<file path="config.mk">
export PLATFORM = sky130hd
export DESIGN_NAME = muldiv_sequencer
export DESIGN_NICKNAME = d
export VERILOG_FILES = /design/src/rtl/riscv_pkg.sv /design/src/rtl/muldiv_step.sv /design/src/rtl/muldiv_sequencer.sv
export SDC_FILE = /design/constraint.sdc
export NUM_CORES = 1
export LEC_CHECK = 0
export CAP_MARGIN = 20
export CORE_MARGIN = 5
export CORE_UTILIZATION = 29
export CTS_BUF_LIST = sky130_fd_sc_hd__clkbuf_4
export CTS_CLUSTER_DIAMETER = 50
export DETAILED_ROUTE_END_ITERATION = 8
export PLACE_DENSITY = 0.48
export SLEW_MARGIN = 0
export SYNTH_ARGS = -nofsm -noshare
export SYNTH_HDL_FRONTEND = slang
export SYNTH_HIERARCHICAL = 1
export SYNTH_SLANG_ARGS = --single-unit
</file>
<file path="constraint.sdc">
create_clock -name clk -period 4.65 [get_ports clk]
set_input_delay 1.395 -clock clk [delete_from_list [all_inputs] [get_ports clk]]
set_output_delay 1.395 -clock clk [all_outputs]
set_load 0.05 [all_outputs]
</file>
<file path="src/rtl/riscv_pkg.sv">
// Shared RV32M definitions: M-extension op encodings, sequencer states and
// operand-classification helpers used by the multiply/divide sequencer.
package riscv_pkg;

    localparam logic [6:0] FUNCT7_MULDIV = 7'b0000001;

    typedef enum logic [2:0] {
        OP_MUL    = 3'b000,
        OP_MULH   = 3'b001,
        OP_MULHSU = 3'b010,
        OP_MULHU  = 3'b011,
        OP_DIV    = 3'b100,
        OP_DIVU   = 3'b101,
        OP_REM    = 3'b110,
        OP_REMU   = 3'b111
    } muldiv_op_e;

    typedef enum logic [1:0] {
        IDLE = 2'd0,
        RUN  = 2'd1,
        FIX  = 2'd2,
        DONE = 2'd3
    } muldiv_state_e;

    function automatic logic op_is_div(input muldiv_op_e op);
        return (op inside {OP_DIV, OP_DIVU, OP_REM, OP_REMU});
    endfunction

    // MUL low half is sign-agnostic, so it is simply grouped with the signed ops.
    function automatic logic op_signed_a(input muldiv_op_e op);
        return (op inside {OP_MUL, OP_MULH, OP_MULHSU, OP_DIV, OP_REM});
    endfunction

    function automatic logic op_signed_b(input muldiv_op_e op);
        return (op inside {OP_MUL, OP_MULH, OP_DIV, OP_REM});
    endfunction

endpackage

</file>
<file path="src/rtl/muldiv_step.sv">
// One combinational iteration of the sequencer: shift-add multiply step or
// restoring-divide step on the 2*XLEN accumulator, selected by is_div.
module muldiv_step #(
    parameter int XLEN = 32
) (
    input  logic                is_div,
    input  logic [2*XLEN-1:0]   acc_in,
    input  logic [XLEN-1:0]     opnd,
    output logic [2*XLEN-1:0]   acc_out
);

    logic [XLEN:0]   w_sum;
    logic [XLEN:0]   w_rem_sh;
    logic [XLEN-1:0] w_sub;
    logic            w_ge;

    always_comb begin
        // Multiply: acc = {partial_hi, multiplier}; add multiplicand when LSB set, then shift right.
        w_sum    = {1'b0, acc_in[2*XLEN-1:XLEN]} + (acc_in[0] ? {1'b0, opnd} : {(XLEN+1){1'b0}});
        // Divide: acc = {remainder, dividend/quotient}; shift left and trial-subtract the divisor.
        w_rem_sh = acc_in[2*XLEN-1:XLEN-1];
        w_ge     = (w_rem_sh >= {1'b0, opnd});
        w_sub    = w_rem_sh[XLEN-1:0] - opnd;
        if (is_div) begin
            if (w_ge) begin
                acc_out = {w_sub, acc_in[XLEN-2:0], 1'b1};
            end else begin
                acc_out = {w_rem_sh[XLEN-1:0], acc_in[XLEN-2:0], 1'b0};
            end
        end else begin
            acc_out = {w_sum, acc_in[XLEN-1:1]};
        end
    end

endmodule

</file>
<file path="src/rtl/muldiv_sequencer.sv">
// RV32M multi-cycle multiply/divide sequencer with pipeline stall control.
// Optional MULDIV_FAST_MUL_EN: single-cycle combinational multiply; RUN used only by divides.
module muldiv_sequencer
    import riscv_pkg::*;
#(
    parameter int XLEN = 32
) (
    input  logic            clk,
    input  logic            reset,
    input  logic            Start,
    input  logic [2:0]      Funct3,
    input  logic [XLEN-1:0] SrcA,
    input  logic [XLEN-1:0] SrcB,
    input  logic            Flush,
    output logic            Busy,
    output logic            Done,
    output logic            Stall,
    output logic [XLEN-1:0] Result
);

    localparam int            CW   = $clog2(XLEN);
    localparam logic [CW-1:0] LAST = CW'(XLEN - 1);

    muldiv_state_e     r_state;
    muldiv_state_e     w_next;
    logic [CW-1:0]     r_count;
    logic [2*XLEN-1:0] r_acc;
    logic [2*XLEN-1:0] w_acc_step;
    logic [XLEN-1:0]   r_opnd;
    muldiv_op_e        r_op;
    logic              r_neg_q;
    logic              r_neg_r;
    logic [XLEN-1:0]   r_result;

    muldiv_op_e        w_op;
    logic              w_accept;
    logic              w_sa;
    logic              w_sb;
    logic [XLEN-1:0]   w_abs_a;
    logic [XLEN-1:0]   w_abs_b;
    logic              w_div_zero;
    logic              w_ovf;
    logic              w_special;
    logic [XLEN-1:0]   w_special_val;
    logic              w_direct;
    logic [XLEN-1:0]   w_direct_val;
    logic [2*XLEN-1:0] w_prod;
    logic [XLEN-1:0]   w_quo;
    logic [XLEN-1:0]   w_rem;
    logic [XLEN-1:0]   w_fix_val;

    // ---------------- Issue decode (IDLE) ----------------
    always_comb begin
        w_op       = muldiv_op_e'(Funct3);
        w_accept   = (r_state == IDLE) && Start && !Flush;
        w_sa       = op_signed_a(w_op) & SrcA[XLEN-1];
        w_sb       = op_signed_b(w_op) & SrcB[XLEN-1];
        w_abs_a    = w_sa ? (~SrcA + 1'b1) : SrcA;
        w_abs_b    = w_sb ? (~SrcB + 1'b1) : SrcB;
        w_div_zero = op_is_div(w_op) && (SrcB == '0);
        w_ovf      = (w_op == OP_DIV || w_op == OP_REM) &&
                     (SrcA == {1'b1, {(XLEN-1){1'b0}}}) && (SrcB == '1);
        w_special  = w_div_zero | w_ovf;
        // Funct3[1] separates REM/REMU from DIV/DIVU among the divide ops.
        w_special_val = '0;
        if (w_div_zero) begin
            w_special_val = Funct3[1] ? SrcA : '1;
        end else if (w_ovf) begin
            w_special_val = Funct3[1] ? '0 : SrcA;
        end
    end

`ifdef MULDIV_FAST_MUL_EN
    logic signed [XLEN:0]     w_fa;
    logic signed [XLEN:0]     w_fb;
    logic signed [2*XLEN-1:0] w_fprod;

    always_comb begin
        w_fa    = {w_sa, SrcA};
        w_fb    = {w_sb, SrcB};
        w_fprod = w_fa * w_fb;
        w_direct     = w_special || !op_is_div(w_op);
        w_direct_val = w_special_val;
        if (!op_is_div(w_op)) begin
            w_direct_val = (w_op == OP_MUL) ? w_fprod[XLEN-1:0] : w_fprod[2*XLEN-1:XLEN];
        end
    end
`else
    always_comb begin
        w_direct     = w_special;
        w_direct_val = w_special_val;
    end
`endif

    // ---------------- FSM: state register ----------------
    always_ff @(posedge clk) begin
        if (reset) begin
            r_state <= IDLE;
        end else begin
            r_state <= w_next;
        end
    end

    // ---------------- FSM: next state ----------------
    always_comb begin
        w_next = r_state;
        case (r_state)
            IDLE: begin
                if (w_accept) begin
                    w_next = w_direct ? DONE : RUN;
                end
            end
            RUN: begin
                if (Flush) begin
                    w_next = IDLE;
                end else if (r_count == LAST) begin
                    w_next = FIX;
                end
            end
            FIX:     w_next = Flush ? IDLE : DONE;
            DONE:    w_next = IDLE;
            default: w_next = IDLE;
        endcase
    end

    // ---------------- FSM: outputs ----------------
    always_comb begin
        Busy   = (r_state == RUN) || (r_state == FIX);
        Done   = (r_state == DONE);
        Stall  = ((r_state == IDLE) && Start) || Busy;
        Result = r_result;
    end

    // ---------------- Iteration counter ----------------
    always_ff @(posedge clk) begin
        if (reset) begin
            r_count <= '0;
        end else if (w_accept) begin
            r_count <= '0;
        end else if (r_state == RUN) begin
            r_count <= r_count + 1'b1;
        end
    end

    muldiv_step #(.XLEN(XLEN)) u_step (
        .is_div  (op_is_div(r_op)),
        .acc_in  (r_acc),
        .opnd    (r_opnd),
        .acc_out (w_acc_step)
    );

    // ---------------- Operand / accumulator registers ----------------
    always_ff @(posedge clk) begin
        if (w_accept) begin
            r_op    <= w_op;
            r_neg_q <= w_sa ^ w_sb;
            r_neg_r <= w_sa;
            if (op_is_div(w_op)) begin
                r_acc  <= {{XLEN{1'b0}}, w_abs_a};
                r_opnd <= w_abs_b;
            end else begin
                r_acc  <= {{XLEN{1'b0}}, w_abs_b};
                r_opnd <= w_abs_a;
            end
        end else if (r_state == RUN) begin
            r_acc <= w_acc_step;
        end
    end

    // ---------------- Sign fix-up and result select (FIX) ----------------
    always_comb begin
        w_prod = r_neg_q ? (~r_acc + 1'b1) : r_acc;
        w_quo  = r_neg_q ? (~r_acc[XLEN-1:0] + 1'b1) : r_acc[XLEN-1:0];
        w_rem  = r_neg_r ? (~r_acc[2*XLEN-1:XLEN] + 1'b1) : r_acc[2*XLEN-1:XLEN];
        case (r_op)
            OP_MUL:                     w_fix_val = w_prod[XLEN-1:0];
            OP_MULH, OP_MULHSU, OP_MULHU: w_fix_val = w_prod[2*XLEN-1:XLEN];
            OP_DIV, OP_DIVU:            w_fix_val = w_quo;
            default:                    w_fix_val = w_rem;
        endcase
    end

    // Result holds until the next completing op; a flushed op leaves it untouched.
    always_ff @(posedge clk) begin
        if (reset) begin
            r_result <= '0;
        end else if (w_accept && w_direct) begin
            r_result <= w_direct_val;
        end else if ((r_state == FIX) && !Flush) begin
            r_result <= w_fix_val;
        end
    end

endmodule

</file>
==> reports/results.tsv <==
metric	value	unit
outcome	complete, no violations	
std_cell_rows	84	
drt_iter0_markers	1779	
ir_drop	0.000251	V
synth_common_cells	nor2_1 (173), o21ai_0 (154), nand2_1 (151)	
setup_slack	272	ps
synth_fp_nets	2110	
reg2reg_setup_slack	270	ps
tritoncts	built	
grt_usage	0.231	
place_congestion	0.943	
maxSlewViolCount	0	
portBuffers	105	
ant_nets	0	
antenna_found_initial	3	
finalNonFillerCells	2769	
r2r_start	r_acc[0]	
ys_seq_area_frac	0.249	
setup.worst_path.end_class	flop	
max_freq	228	MHz
dieWidth	240	um
nFillCells	5508	
area_growth	16.6	%
p_per_area	618	mW/mm2
ys_warn_count	6	
hold_class	reg -> reg	
grt_first_pass_wirelength	100	mm
wl	68.0	mm
drv_cap	0	
netlist_area	0.0153	mm2
path_class	reg -> reg	
grt_pass1_vias	15100	
hold_violations	0	
dp_hpwl	53.6	mm
drc	0	
syn_avg_cell_area	7.82	um2
required	5200	ps
hold_depth	2	
min_from	Result[27]	
worstReg2RegEnd	r_acc[62]	
synth.most_common_cell	nor2_1	
fin_skew	31.9	ps
dpl_worst_slack	147	ps
rr_worst_depth	12	
worstHoldEndpoint	Result[27]	
synth_top_cell_area_share	0.198	
cts_setup_buffers	0	
grt.overflow.total	0	
wl_per_cell	24.6	um
start_util	0.292	
power.leakage	6.76	nW
path_max_fanout	17	
fin_nets	2214	
syn-instance-count	1961	
total_power	11.1	mW
die_area	0.0576	mm2
pin_count	106	
finalSetupViolCount	0	
multiInputGateArea	0.0107	mm2
die_height	240	um
clkTransAtPathRegs	150	ps
synth_edf_count	101	
async_flop_share	0	
tns	0	ps
cts_sinks	140	
drtPass1Iterations	6	
slew_headroom	0.326	
fin_crit_sh	0.942	
grt_max_degree	80	
core_area	0.0524	mm2
vias	16100	
ys.flop_type	edfxtp_1	
worstPathArrival	4930	ps
seqCellArea	0.00381	mm2
placedCellCount	2734	
cts-hold-fix-buffers	0	
ctsResizeCount	0	
cts_max_path_buffers	2	
synth.largest_area_cell	edfxtp_1	
layout-drive-gt1-share	0.105	
cts-htree-levels	4	
critPathLaunchType	flop	
cts_root_buf	clkbuf_4	
yosysUniqueCellTypes	85	
ys_seq_elements	140	
fin_crit	4380	ps
yosys-top-cells-area	edfxtp_1 (20%), ha_1 (6.2%), dfxtp_1 (5.1%)	
numCtsBuffers	17	
worst_slew_pin_slew	1000	ps
avgViaCountPerCell	5.81	
clock_latency	700	ps
rsz0062_at_grt	no	
-- final cells by class --
type | count | share of cell area
clock buffers | 17 | 0.00714
repair buffers | 205 | 0.102
clock inverters | 15 | 0.0117
well taps | 688 | 0.0481
diodes | 3 | 0.000420
flip-flops and latches | 140 | 0.213
inverters | 80 | 0.0168
multi-input cells | 1621 | 0.601
-- routing by layer --
metal | up-vias | part of all wire | global-route usage
met2 | 751 | 0.43 | 0.345
met3 | 118 | 0.078 | 0.0502
met4 | 4 | 0.034 | 0.0763
met5 | - | 0.00031 | 0
met1 | 7708 | 0.46 | 0.331
li1 | 7513 | - | -
-- report_power, final --
part	internal (mW)	leakage, nW	total [mW]	switching (mW)
clock network	0.436	0.174	0.996	0.560
logic	2.89	5.31	7.23	4.34
registers	1.98	1.28	2.82	0.838
-- cells in the final DEF, fill, tap and decap left out, drive strengths merged, types with 49 or more instances in the layout --
master         count
ha                76
o21ai            165
xnor2             84
inv               86
edfxtp           101
a21oi            140
and2              73
nand2            151
xor2              68
mux2i             49
nor2             173
clkdlybuf4s50    104
buf              101
nor3              64
-- kinds of logic (layout without fill, tap and decap cells) --
family,after synthesis,in the layout,share of synthesized area
compound gates,607,607,0.258
mux,86,86,0.0592
fa+ha+maj,78,78,0.0646
buf+inv,200,317,0.0510
simple gates,698,698,0.231
other cells,0,3,0
flops,140,140,0.249
xor+xnor,152,152,0.0868
-- state kept, by name, indices dropped and copies added, names as in the netlist --
signal,count
r_op,3
r_state,2
r_acc,64
r_neg_r,1
r_opnd,32
r_neg_q,1
Result,32
r_count,5
-- worst max-delay path: stages (launching register included) --
cell	delay (ps)
edfxtp_1	670
and2_1	250
ha_1	360
o211ai_1	140
o211ai_1	280
a21oi_1	210
a211oi_1	630
a31oi_1	290
o31ai_1	460
mux2_2	410
a211o_1	260
o21ai_0	130
and2_1	140
-- worst max-delay path by stage --
stage	slack, ps	startpoint	depth (start not counted)	endpoint
after floorplan	580	Start	5	r_acc[0]
after global placement	180	SrcB[8]	9	Result[10]
final	270	r_acc[0]	12	r_acc[62]
after global routing	6	r_acc[0]	12	r_acc[62]
after detailed placement	150	SrcB[8]	9	Result[10]
after CTS	360	r_acc[0]	13	r_acc[59]
-- through the flow --
| step | hold slack (ps) | cell area (um2) | util |
|---|---|---|---|
| floorplan | 502 | 15300 | - |
| global placement | 492 | 17500 | 0.334 |
| detailed placement | 495 | 17500 | 0.334 |
| CTS | 518 | 17900 | 0.341 |
| global route | 532 | 17900 | 0.341 |
| finish | 516 | 17900 | 0.341 |
Note: power is estimated with default switching activity, not from simulation.
